### src/rtl/nixie_pkg.sv
// Shared constants, frame/cathode types and serializer state encoding for the nixie frame path.
package nixie_pkg;

    localparam int NUM_TUBES     = 6;
    localparam int CATH_PER_TUBE = 12;
    localparam int FRAME_BITS    = 72;
    localparam int BCD_W         = 4;
    localparam int DP_L_IDX      = 10;
    localparam int DP_R_IDX      = 11;

    typedef logic [FRAME_BITS-1:0]    frame_t;
    typedef logic [CATH_PER_TUBE-1:0] cath_t;

    typedef enum logic [2:0] {
        IDLE,
        SETUP,
        LO,
        HI,
        DONE
    } state_t;

endpackage

### src/rtl/nixie_digit_decoder.sv
// One tube: BCD + decimal points -> 12-bit one-hot cathode word; purely combinational, no backpressure.
// BCD 10-15 or blank lights no digit cathode; dp bits always pass through.
module nixie_digit_decoder
    import nixie_pkg::*;
(
    input  logic [BCD_W-1:0] bcd,
    input  logic             dp_l,
    input  logic             dp_r,
    input  logic             blank,
    output cath_t            cath
);

    always_comb begin
        cath = '0;
        if (!blank && (bcd < 4'd10)) begin
            cath[bcd] = 1'b1;
        end
        cath[DP_L_IDX] = dp_l;
        cath[DP_R_IDX] = dp_r;
    end

endmodule

### src/rtl/nixie_frame_serializer.sv
// Serializes a 72-bit cathode frame MSB first into the CPLD shifter (done 145*CLK_DIV cycles after busy); load ignored while busy.
// Also drives the free-running bank-mix pwm; NIXIE_BLANK_LEADING_ZERO_EN enables leading-zero blanking.
module nixie_frame_serializer
    import nixie_pkg::*;
#(
    parameter int CLK_DIV  = 4,
    parameter int PWM_BITS = 8
) (
    input  logic                          clk,
    input  logic                          rst,
    input  logic                          load,
    input  logic                          bank,
    input  logic [NUM_TUBES*BCD_W-1:0]    digits,
    input  logic [NUM_TUBES-1:0]          dp_l,
    input  logic [NUM_TUBES-1:0]          dp_r,
    input  logic [PWM_BITS-1:0]           duty,
    output logic                          busy,
    output logic                          done,
    output logic                          sclk,
    output logic                          sdata,
    output logic                          ssel,
    output logic                          pwm
);

    localparam int DIV_W = (CLK_DIV > 1) ? $clog2(CLK_DIV) : 1;
    localparam int BIT_W = $clog2(FRAME_BITS + 1);
    localparam logic [DIV_W-1:0] DIV_LAST = DIV_W'(CLK_DIV - 1);
    localparam logic [BIT_W-1:0] BIT_LAST = BIT_W'(FRAME_BITS - 1);

    state_t                state_q, state_d;
    logic [DIV_W-1:0]      div_cnt;
    logic [BIT_W-1:0]      bit_cnt;
    frame_t                shreg;
    frame_t                frame_new;
    logic                  bank_q;
    logic [NUM_TUBES-1:0]  blank;
    logic                  tick;
    logic                  accept;
    logic [PWM_BITS-1:0]   cnt;
    logic [PWM_BITS-1:0]   duty_q;

`ifdef NIXIE_BLANK_LEADING_ZERO_EN
    // Blanking propagates downward from tube 5 while tubes read zero; tube 0 always shows.
    logic lead;
    always_comb begin
        blank = '0;
        lead  = 1'b1;
        for (int t = NUM_TUBES - 1; t > 0; t--) begin
            lead     = lead && (digits[BCD_W*t +: BCD_W] == 4'd0);
            blank[t] = lead;
        end
    end
`else
    assign blank = '0;
`endif

    for (genvar g = 0; g < NUM_TUBES; g++) begin : g_tube
        nixie_digit_decoder u_dec (
            .bcd   (digits[BCD_W*g +: BCD_W]),
            .dp_l  (dp_l[g]),
            .dp_r  (dp_r[g]),
            .blank (blank[g]),
            .cath  (frame_new[CATH_PER_TUBE*g +: CATH_PER_TUBE])
        );
    end

    assign tick   = (div_cnt == DIV_LAST);
    assign accept = (state_q == IDLE) && load;

    always_ff @(posedge clk or posedge rst) begin
        if (rst) begin
            state_q <= IDLE;
        end else begin
            state_q <= state_d;
        end
    end

    always_comb begin
        state_d = state_q;
        busy    = 1'b1;
        done    = 1'b0;
        sclk    = 1'b0;
        case (state_q)
            IDLE: begin
                busy = 1'b0;
                if (load) state_d = SETUP;
            end
            SETUP: begin
                if (tick) state_d = LO;
            end
            LO: begin
                if (tick) state_d = HI;
            end
            HI: begin
                sclk = 1'b1;
                if (tick) state_d = (bit_cnt == BIT_LAST) ? DONE : LO;
            end
            DONE: begin
                done    = 1'b1;
                state_d = IDLE;
            end
            default: begin
                busy    = 1'b0;
                state_d = IDLE;
            end
        endcase
    end

    always_ff @(posedge clk or posedge rst) begin
        if (rst) begin
            div_cnt <= '0;
            bit_cnt <= '0;
            shreg   <= '0;
            bank_q  <= 1'b0;
        end else begin
            if ((state_d != state_q) || (state_q == IDLE)) begin
                div_cnt <= '0;
            end else begin
                div_cnt <= div_cnt + 1'b1;
            end

            if (accept) begin
                shreg   <= frame_new;
                bank_q  <= bank;
                bit_cnt <= '0;
            end else if ((state_q == HI) && tick) begin
                bit_cnt <= bit_cnt + 1'b1;
                // The last bit stays on sdata; no shift past the end of the frame.
                if (bit_cnt != BIT_LAST) begin
                    shreg <= {shreg[FRAME_BITS-2:0], 1'b0};
                end
            end
        end
    end

    assign sdata = shreg[FRAME_BITS-1];
    assign ssel  = bank_q;

    always_ff @(posedge clk or posedge rst) begin
        if (rst) begin
            cnt    <= '0;
            duty_q <= '0;
        end else begin
            cnt <= cnt + 1'b1;
            if (cnt == '1) begin
                duty_q <= duty;
            end
        end
    end

    assign pwm = (cnt < duty_q);

endmodule

### config.mk
export PLATFORM = sky130hd
export DESIGN_NAME = nixie_frame_serializer
export DESIGN_NICKNAME = d
export VERILOG_FILES = /design/src/rtl/nixie_pkg.sv /design/src/rtl/nixie_digit_decoder.sv /design/src/rtl/nixie_frame_serializer.sv
export SDC_FILE = /design/constraint.sdc
export NUM_CORES = 1
export LEC_CHECK = 0
export BUFFER_PORTS_ARGS = -buffer_cell sky130_fd_sc_hd__buf_4
export CELL_PAD_IN_SITES_DETAIL_PLACEMENT = 1
export CELL_PAD_IN_SITES_GLOBAL_PLACEMENT = 2
export CORE_MARGIN = 5
export CORE_UTILIZATION = 40
export CTS_CLUSTER_DIAMETER = 120
export DETAILED_ROUTE_END_ITERATION = 8
export GPL_TIMING_DRIVEN = 0
export PLACE_DENSITY_LB_ADDON = 0.3
export REMOVE_ABC_BUFFERS = 1
export SLEW_MARGIN = 15
export SYNTH_ARGS = -nofsm -noshare
export SYNTH_HDL_FRONTEND = slang
export SYNTH_SLANG_ARGS = --single-unit
### constraint.sdc
create_clock -name clk -period 6.8 [get_ports clk]
set_input_delay 0.34 -clock clk [delete_from_list [all_inputs] [get_ports clk]]
set_output_delay 0.34 -clock clk [all_outputs]
set_load 0.01 [all_outputs]
==> impl_results.md, run 1 <==
- Status: completed
- CTS Buf Count: 9
- CTS-repair resized insts: 0
- Sequential area share after synthesis: 51.0%
- Vias: 3918
- Reg2Reg Setup Slack: 4.34 ns
- Yosys top cell area share: 51.0%
- Total gr overflow: 0
- Crit-path cells: ha_1 -> and4b_1 -> o41a_2 -> buf_16 -> buf_16 -> mux2i_1 -> o22ai_1
- Clock latency on the worst-skew pair: 0.36 ns
- Routed wire per std cell: 16.4 um
- WP buf/inv: 2
- Number of global-route vias before repair: 4267
- VDD IR max: 0.162 mV
- Initial DRC Count: 182
- Total core area: 12100 um^2
- Min Tclk post-route: 2.46 ns
- Largest net degree at the start of global routing: 82
- Via density: 5.48
- Post-synth cell types: 46
- Asr flop ratio synth: 100%
- Fin Hold WS: 0.179 ns
- Crit share post-route: 36.2%
- Top-count cell post-synth: dfrtp_1
- IO Pins: 54
- CTS tree: built
- Worst reg2reg path startpoint: div_cnt[0]
- Worst Hold Launch: bank
- Final instance area: 5860 um^2
- Setup Skew: 0.00971 ns
- Setup Fix Bufs, Post-CTS: 0
- Final setup violation count: 0
- TritonRoute pass-1 iters: 4
- Clk sink count: 101
- #FFs+latches synth: 101
- Mean Syn Cell Area: 10.0 um^2
- # rows: 40
- Top cell by count, worst path: buf_16
- Hold worst-path end: ssel
- Filler Cell Count: 1375
- Number of synthesized flops with an enable pin: 0
- Top_reg_cell synth: dfrtp_1
- Root Buffer: clkbuf_16
- Slowest library cell on the worst path: o41a_2
- Area grow syn2layout: 18.2%
- Slew Viols, Final: 0
- # diodes: 0
- Power per Cell Area: 339 nW/um^2
- Max Fclk: 406 MHz
- Post-DP HPWL: 8100 um
- H-Tree Depth: 3
- Maximum fanout along the worst path: 28
- Worst path required time: 7.03 ns
- Die H: 121 um
- Slew HR: 40.6%
- Placed Area: 5540 um^2
- Crit path capture type: register
- Synth Instances: 495
- Worst min-delay path class: input port to register
- CP arrival: 2.70 ns
- R2r endpoint: shreg[15]
- RSZ-0062 raised after global routing: false
- Top cell type by total area after synthesis: dfrtp_1
- Slew @ Worst Pin: 0.891 ns
- CTS Buffer Depth: 2
- Gpl congestion: 0.744
- Total wire length: 11800 um
- Area occupied by multi-input gates: 2170 um^2
- Setup_tns: 0 ns
- DRC Markers: 0
- Port Buffers: 53
- Syn Std Cell Area: 4950 um^2
- Stages on worst setup path: 7
- Worst setup path category: register to register
- Final Hold Viols: 0
- Yosys Warn Count: 0
- R2R cell count: 7
- Initial Utilization: 41.1%
- Global-route usage over all layers: 17.2%
- Top cells by count, synth: dfrtp_1 (101), nand2_1 (83), nand3_1 (82), nor2_1 (22), buf_2 (19)
- Max Cap Violations: 0
- Top area cells in the synthesized netlist: dfrtp_1 (51%), nand3_1 (8.3%), nand2_1 (6.3%), ha_1 (2.5%), a221o_1 (2.4%)
- Static Leakage: 2.75 nW
- Post-route ant nets: 0
- Die width: 121 um
- Worst-path clk slew: 0.07 ns
- Die area: 14700 um^2
- First-pass GRT wire length: 20500 um
- Initial antenna violation count: 0
- Sequential cell area: 2530 um^2
- CTS hold repair buffers: 1
- CP max stage delay: 0.54 ns
- CP Launch Type: register
- Critical path's top delay family: compound AO/OA/AOI/OAI gates
- Layout cell share with drive strength beyond 1: 19.4%
- Hold Crit Depth: 3
- NumNets Final: 600
==> registers in the layout (all words and copies together) (netlist names) <==
signal,flops
bit_cnt,7
duty_q,8
div_cnt,2
state_q,3
cnt,8
ssel,1
shreg,72
==> worst min-delay path, stage by stage <==
cell	delay, ns
buf_4	0.08
nand2_1	0.04
nand2_1	0.05
==> routing by layer <==
layer,vias up,wire length (um),GRT usage [%]
met5,-,0,0
met4,0,119,4.20
met3,8,454,4.90
met2,52,5760,28.3
met1,1977,5420,22.4
li1,1881,-,-
==> kinds of logic after synthesis <==
logic type	synth area share (%)
flip-flops	51.0
multiplexers	4.04
XOR/XNOR	2.12
AND/OR/NAND/NOR	24.3
buffers and inverters	5.40
adder cells (fa/ha/maj)	2.53
AO/OA/AOI/OAI	10.6
==> through the flow <==
stage	std cells	power (mW)	util, %	worst slack, ns
2_1_floorplan	461	1.25	-	0.555
3_3_place_gp	682	1.40	44.4	-2.94
3_5_place_dp	698	1.47	45.9	4.33
4_1_cts	715	2.02	48.6	4.29
5_1_grt	715	2.13	48.6	4.14
6_report	715	1.99	48.6	4.34
==> layout make-up <==
type                       instances  share of cell area [%]
clock inverter                     5                   0.983
inverter                          15                    1.05
multi-input combinational        345                    37.1
sequential                       101                    43.2
timing repair buffer              70                    9.78
clock buffer                      11                    4.32
tap                              168                    3.59
==> where the power goes <==
| part | switching (mW) | leakage [nW] | internal (mW) |
|---|---|---|---|
| sequential | 0.120 | 1.34 | 0.791 |
| clock | 0.232 | 0.156 | 0.306 |
| combinational | 0.280 | 1.26 | 0.256 |
==> how the worst max path moves through the flow <==
stage                    start         to  slack, ns
detailed placement  div_cnt[0]  shreg[15]       4.33
finish              div_cnt[0]  shreg[15]       4.34
global placement    bit_cnt[0]  shreg[60]      -2.94
floorplan           bit_cnt[3]  shreg[30]       0.55
CTS                 div_cnt[0]  shreg[15]       4.29
global route        div_cnt[0]  shreg[14]       4.14
==> cell usage in the layout, fill, tap and decap left out, drive strengths merged, types with 10 or more instances in the layout <==
| cell type | n |
|---|---|
| nor2 | 23 |
| inv | 16 |
| a221o | 12 |
| nand2 | 83 |
| ha | 10 |
| clkbuf | 11 |
| dfrtp | 101 |
| a32oi | 13 |
| buf | 69 |
| nand3 | 82 |
| and3 | 15 |
| mux2i | 11 |
| o211ai | 14 |
Note: power is estimated with default switching activity, not from simulation.
==> run 2: changes to the inputs <==
--- a/config.mk
+++ b/config.mk
@@ -9,7 +9,7 @@
 export CELL_PAD_IN_SITES_DETAIL_PLACEMENT = 1
 export CELL_PAD_IN_SITES_GLOBAL_PLACEMENT = 2
 export CORE_MARGIN = 5
-export CORE_UTILIZATION = 40
+export CORE_UTILIZATION = 34
 export CTS_CLUSTER_DIAMETER = 120
 export DETAILED_ROUTE_END_ITERATION = 8
 export GPL_TIMING_DRIVEN = 0
==> constraint.sdc (replaced) <==
create_clock -name clk -period 2.2 [get_ports clk]
set_input_delay 0.11 -clock clk [delete_from_list [all_inputs] [get_ports clk]]
set_output_delay 0.11 -clock clk [all_outputs]
set_load 0.01 [all_outputs]
==> run 2 against run 1 <==
Effect of this change:
- flip-flop and latch count did not move
- clock skew fell by 0.0023 ns
- total power rose to 3.2 times the previous value
- wire length rose by 11%
- setup slack got worse by 4.3 ns
- combinational power rose to 3.4 times the previous value
- utilization fell by 5.1 points
- die area rose by 16%
- cell count rose by 7.4%
- largest cell class unchanged
- highest routed layer unchanged
==> impl_results.md, run 2 (synthesized netlist as in run 1, its figures left out) <==
- Worst-path clk slew: 0.07 ns (about the same)
- Slowest library cell on the worst path: or4b_4 (was o41a_2)
- Status: completed (unchanged)
- Internal power: 4.23 mW (was 1.35 mW)
- Reg with most FFs: shreg (unchanged)
- Number of global-route vias before repair: 4292 (was 4267)
- Final instance area: 6260 um^2 (was 5860 um^2)
- NumNets Final: 637 (was 600)
- DRC Markers: 0 (unchanged)
- CTS tree: built (unchanged)
- Slew @ Worst Pin: 0.538 ns (was 0.891 ns)
- CP Launch Point: state_q[2] (was div_cnt[0])
- Sw frac: 32.4% (was 31.8%)
- Gpl congestion: 0.779 (was 0.744)
- DRT met1 WL: 6100 um (was 5420 um)
- Commonest non-fill, non-tap cell in the layout: dfrtp_1 (unchanged)
- Static Leakage: 2.90 nW (was 2.75 nW)
- Initial DRC Count: 189 (was 182)
- Clock network fraction of total power: 25.6% (was 27.1%)
- Global-route usage over all layers: 16.1% (was 17.2%)
- Hold Crit Depth: 2 (was 3)
- VDD IR max: 0.550 mV (was 0.162 mV)
- Non-Filler Instances: 768 (was 715)
- Setup Skew: 0.00737 ns (was 0.00971 ns)
- P_sw: 2.03 mW (was 0.632 mW)
- Max Cap Violations: 0 (unchanged)
- Clk sink count: 101 (unchanged)
- Crit path capture type: register (unchanged)
- Fin Hold WS: 0.0145 ns (was 0.179 ns)
- Reg2Reg Setup Slack: 0.08 ns (was 4.34 ns)
- CP Launch Type: register (unchanged)
- # rows: 44 (was 40)
- # diodes: 0 (unchanged)
- Port Buffers: 53 (unchanged)
- Setup WS post-layout: 0.0800 ns (was 4.34 ns)
- Sequential Power Share: 45.4% (was 45.9%)
- Max Fclk: 472 MHz (was 406 MHz)
- Placed insts: 714 (was 698)
- Commonest cells after routing, fill and taps aside: dfrtp_1 (98), nand2_1 (83), nand3_1 (82) (was dfrtp_1 (101), nand2_1 (83), nand3_1 (82))
- Largest net degree at the start of global routing: 56 (was 82)
- CTS Buffer Depth: 2 (unchanged)
- Worst reg2reg path startpoint: state_q[2] (was div_cnt[0])
- WL met3: 609 um (was 454 um)
- Crit share post-route: 96.4% (was 36.2%)
- Routed wire per std cell: 17.0 um (was 16.4 um)
- Max reg flops: 72 (unchanged)
- Hold worst-path end: shreg[30] (was ssel)
- Worst Hold Launch: digits[8] (was bank)
- Slew Viols, Final: 0 (unchanged)
- Post-route ant nets: 0 (unchanged)
- Area grow syn2layout: 26.4% (was 18.2%)
- WL met2: 6200 um (was 5760 um)
- R2r endpoint: shreg[50] (was shreg[15])
- Die area: 17100 um^2 (was 14700 um^2)
- Power per Cell Area: 1000 nW/um^2 (was 339 nW/um^2)
- Vias: 4113 (was 3918)
- Die width: 131 um (was 121 um)
- Leading registers by flop count: shreg x72, cnt x8, duty_q x8 (unchanged)
- Maximum fanout along the worst path: 39 (was 28)
- CP arrival: 2.41 ns (was 2.70 ns)
- Clock latency on the worst-skew pair: 0.35 ns (was 0.36 ns)
- Power Total: 6.26 mW (was 1.99 mW)
- Min Tclk post-route: 2.12 ns (was 2.46 ns)
- Crit-path cells: buf_4 -> or4b_4 -> or4_1 -> nand3_1 (was ha_1 -> and4b_1 -> o41a_2 -> buf_16 -> buf_16 -> mux2i_1 -> o22ai_1)
- IO Pins: 54 (unchanged)
- First-pass GRT wire length: 21800 um (was 20500 um)
- Final Hold Viols: 0 (unchanged)
- R2R cell count: 4 (was 7)
- Worst min-delay path class: input port to register (unchanged)
- TritonRoute pass-1 iters: 4 (unchanged)
- Worst path required time: 2.49 ns (was 7.03 ns)
- Worst setup path category: register to register (unchanged)
- Initial antenna violation count: 0 (unchanged)
- Initial Utilization: 34.4% (was 41.1%)
- Uppermost layer routed: met4 (unchanged)
- Placed Area: 5550 um^2 (was 5540 um^2)
- CTS Buf Count: 9 (unchanged)
- CP max stage delay: 0.72 ns (was 0.54 ns)
- Total wire length: 13000 um (was 11800 um)
- Comb power frac: 28.9% (was 27.0%)
- Layout cell share with drive strength beyond 1: 20.4% (was 19.4%)
- Slew HR: 64.2% (was 40.6%)
- Worst slack at placement: -0.328 ns (was 4.33 ns)
- Die H: 131 um (was 121 um)
- Total gr overflow: 0 (unchanged)
- Via density: 5.36 (was 5.48)
- Final setup violation count: 0 (unchanged)
- H-Tree Depth: 3 (unchanged)
- Total core area: 14400 um^2 (was 12100 um^2)
- Post-DP HPWL: 8230 um (was 8100 um)
- Root Buffer: clkbuf_16 (unchanged)
## run 2: critical path: cells and delay by family, from the launching register on
kind                   cells  cell delay (ns)
buffers and inverters      1             0.17
AND/OR/NAND/NOR            3             1.39
flip-flops                 1             0.48
## run 2: cell type report
type                            instances  area [um^2]
Fill cell                            1622         8160
Sequential cell                       101         2530
Multi-Input combinational cell        346         2230
Timing Repair Buffer                  106          916
Clock buffer                           11          233
Tap cell                              184          230
Clock inverter                          5         61.3
Inverter                               15         61.3
## run 2: timing repair
action	in CTS	in global routing
pin swaps	3	2
endpoints found under the setup margin	47	34
resized for setup	8	5
endpoints found under the hold margin	81	1
cloned	1	0
hold buffers	27	1
buffers inserted	8	2
## run 2: power groups by stage
stage	combinational, mW	clock [mW]	sequential (mW)
detailed placement	1.67	0	2.84
global route	2.05	1.74	2.92
finish	1.81	1.61	2.84
floorplan	1.12	0	2.74
global placement	1.52	0	2.82
CTS	1.81	1.67	2.84
## run 2: how the worst max path moves through the flow
stage	end	slack (ns)	depth (start not counted)
after floorplan	shreg[30]	-4.05	4
after global placement	shreg[52]	-7.67	5
after detailed placement	shreg[41]	-0.33	8
after CTS	shreg[35]	0.02	8
after global routing	shreg[40]	-0.002	6
final	shreg[50]	0.08	4
## run 2: per-layer routing
layer	track usage [%]	up-vias
met4	3.33	0
li1	-	1953
met1	21.7	2080
met5	0	-
met2	26.4	69
met3	3.98	11
## run 2: per-stage QoR
step,util [%],TNS [ns]
CTS,43.1,0
global route,43.4,-0.00157
floorplan,-,-328.91
global placement,37.2,-733.44
finish,43.4,0
detailed placement,38.5,-6.82
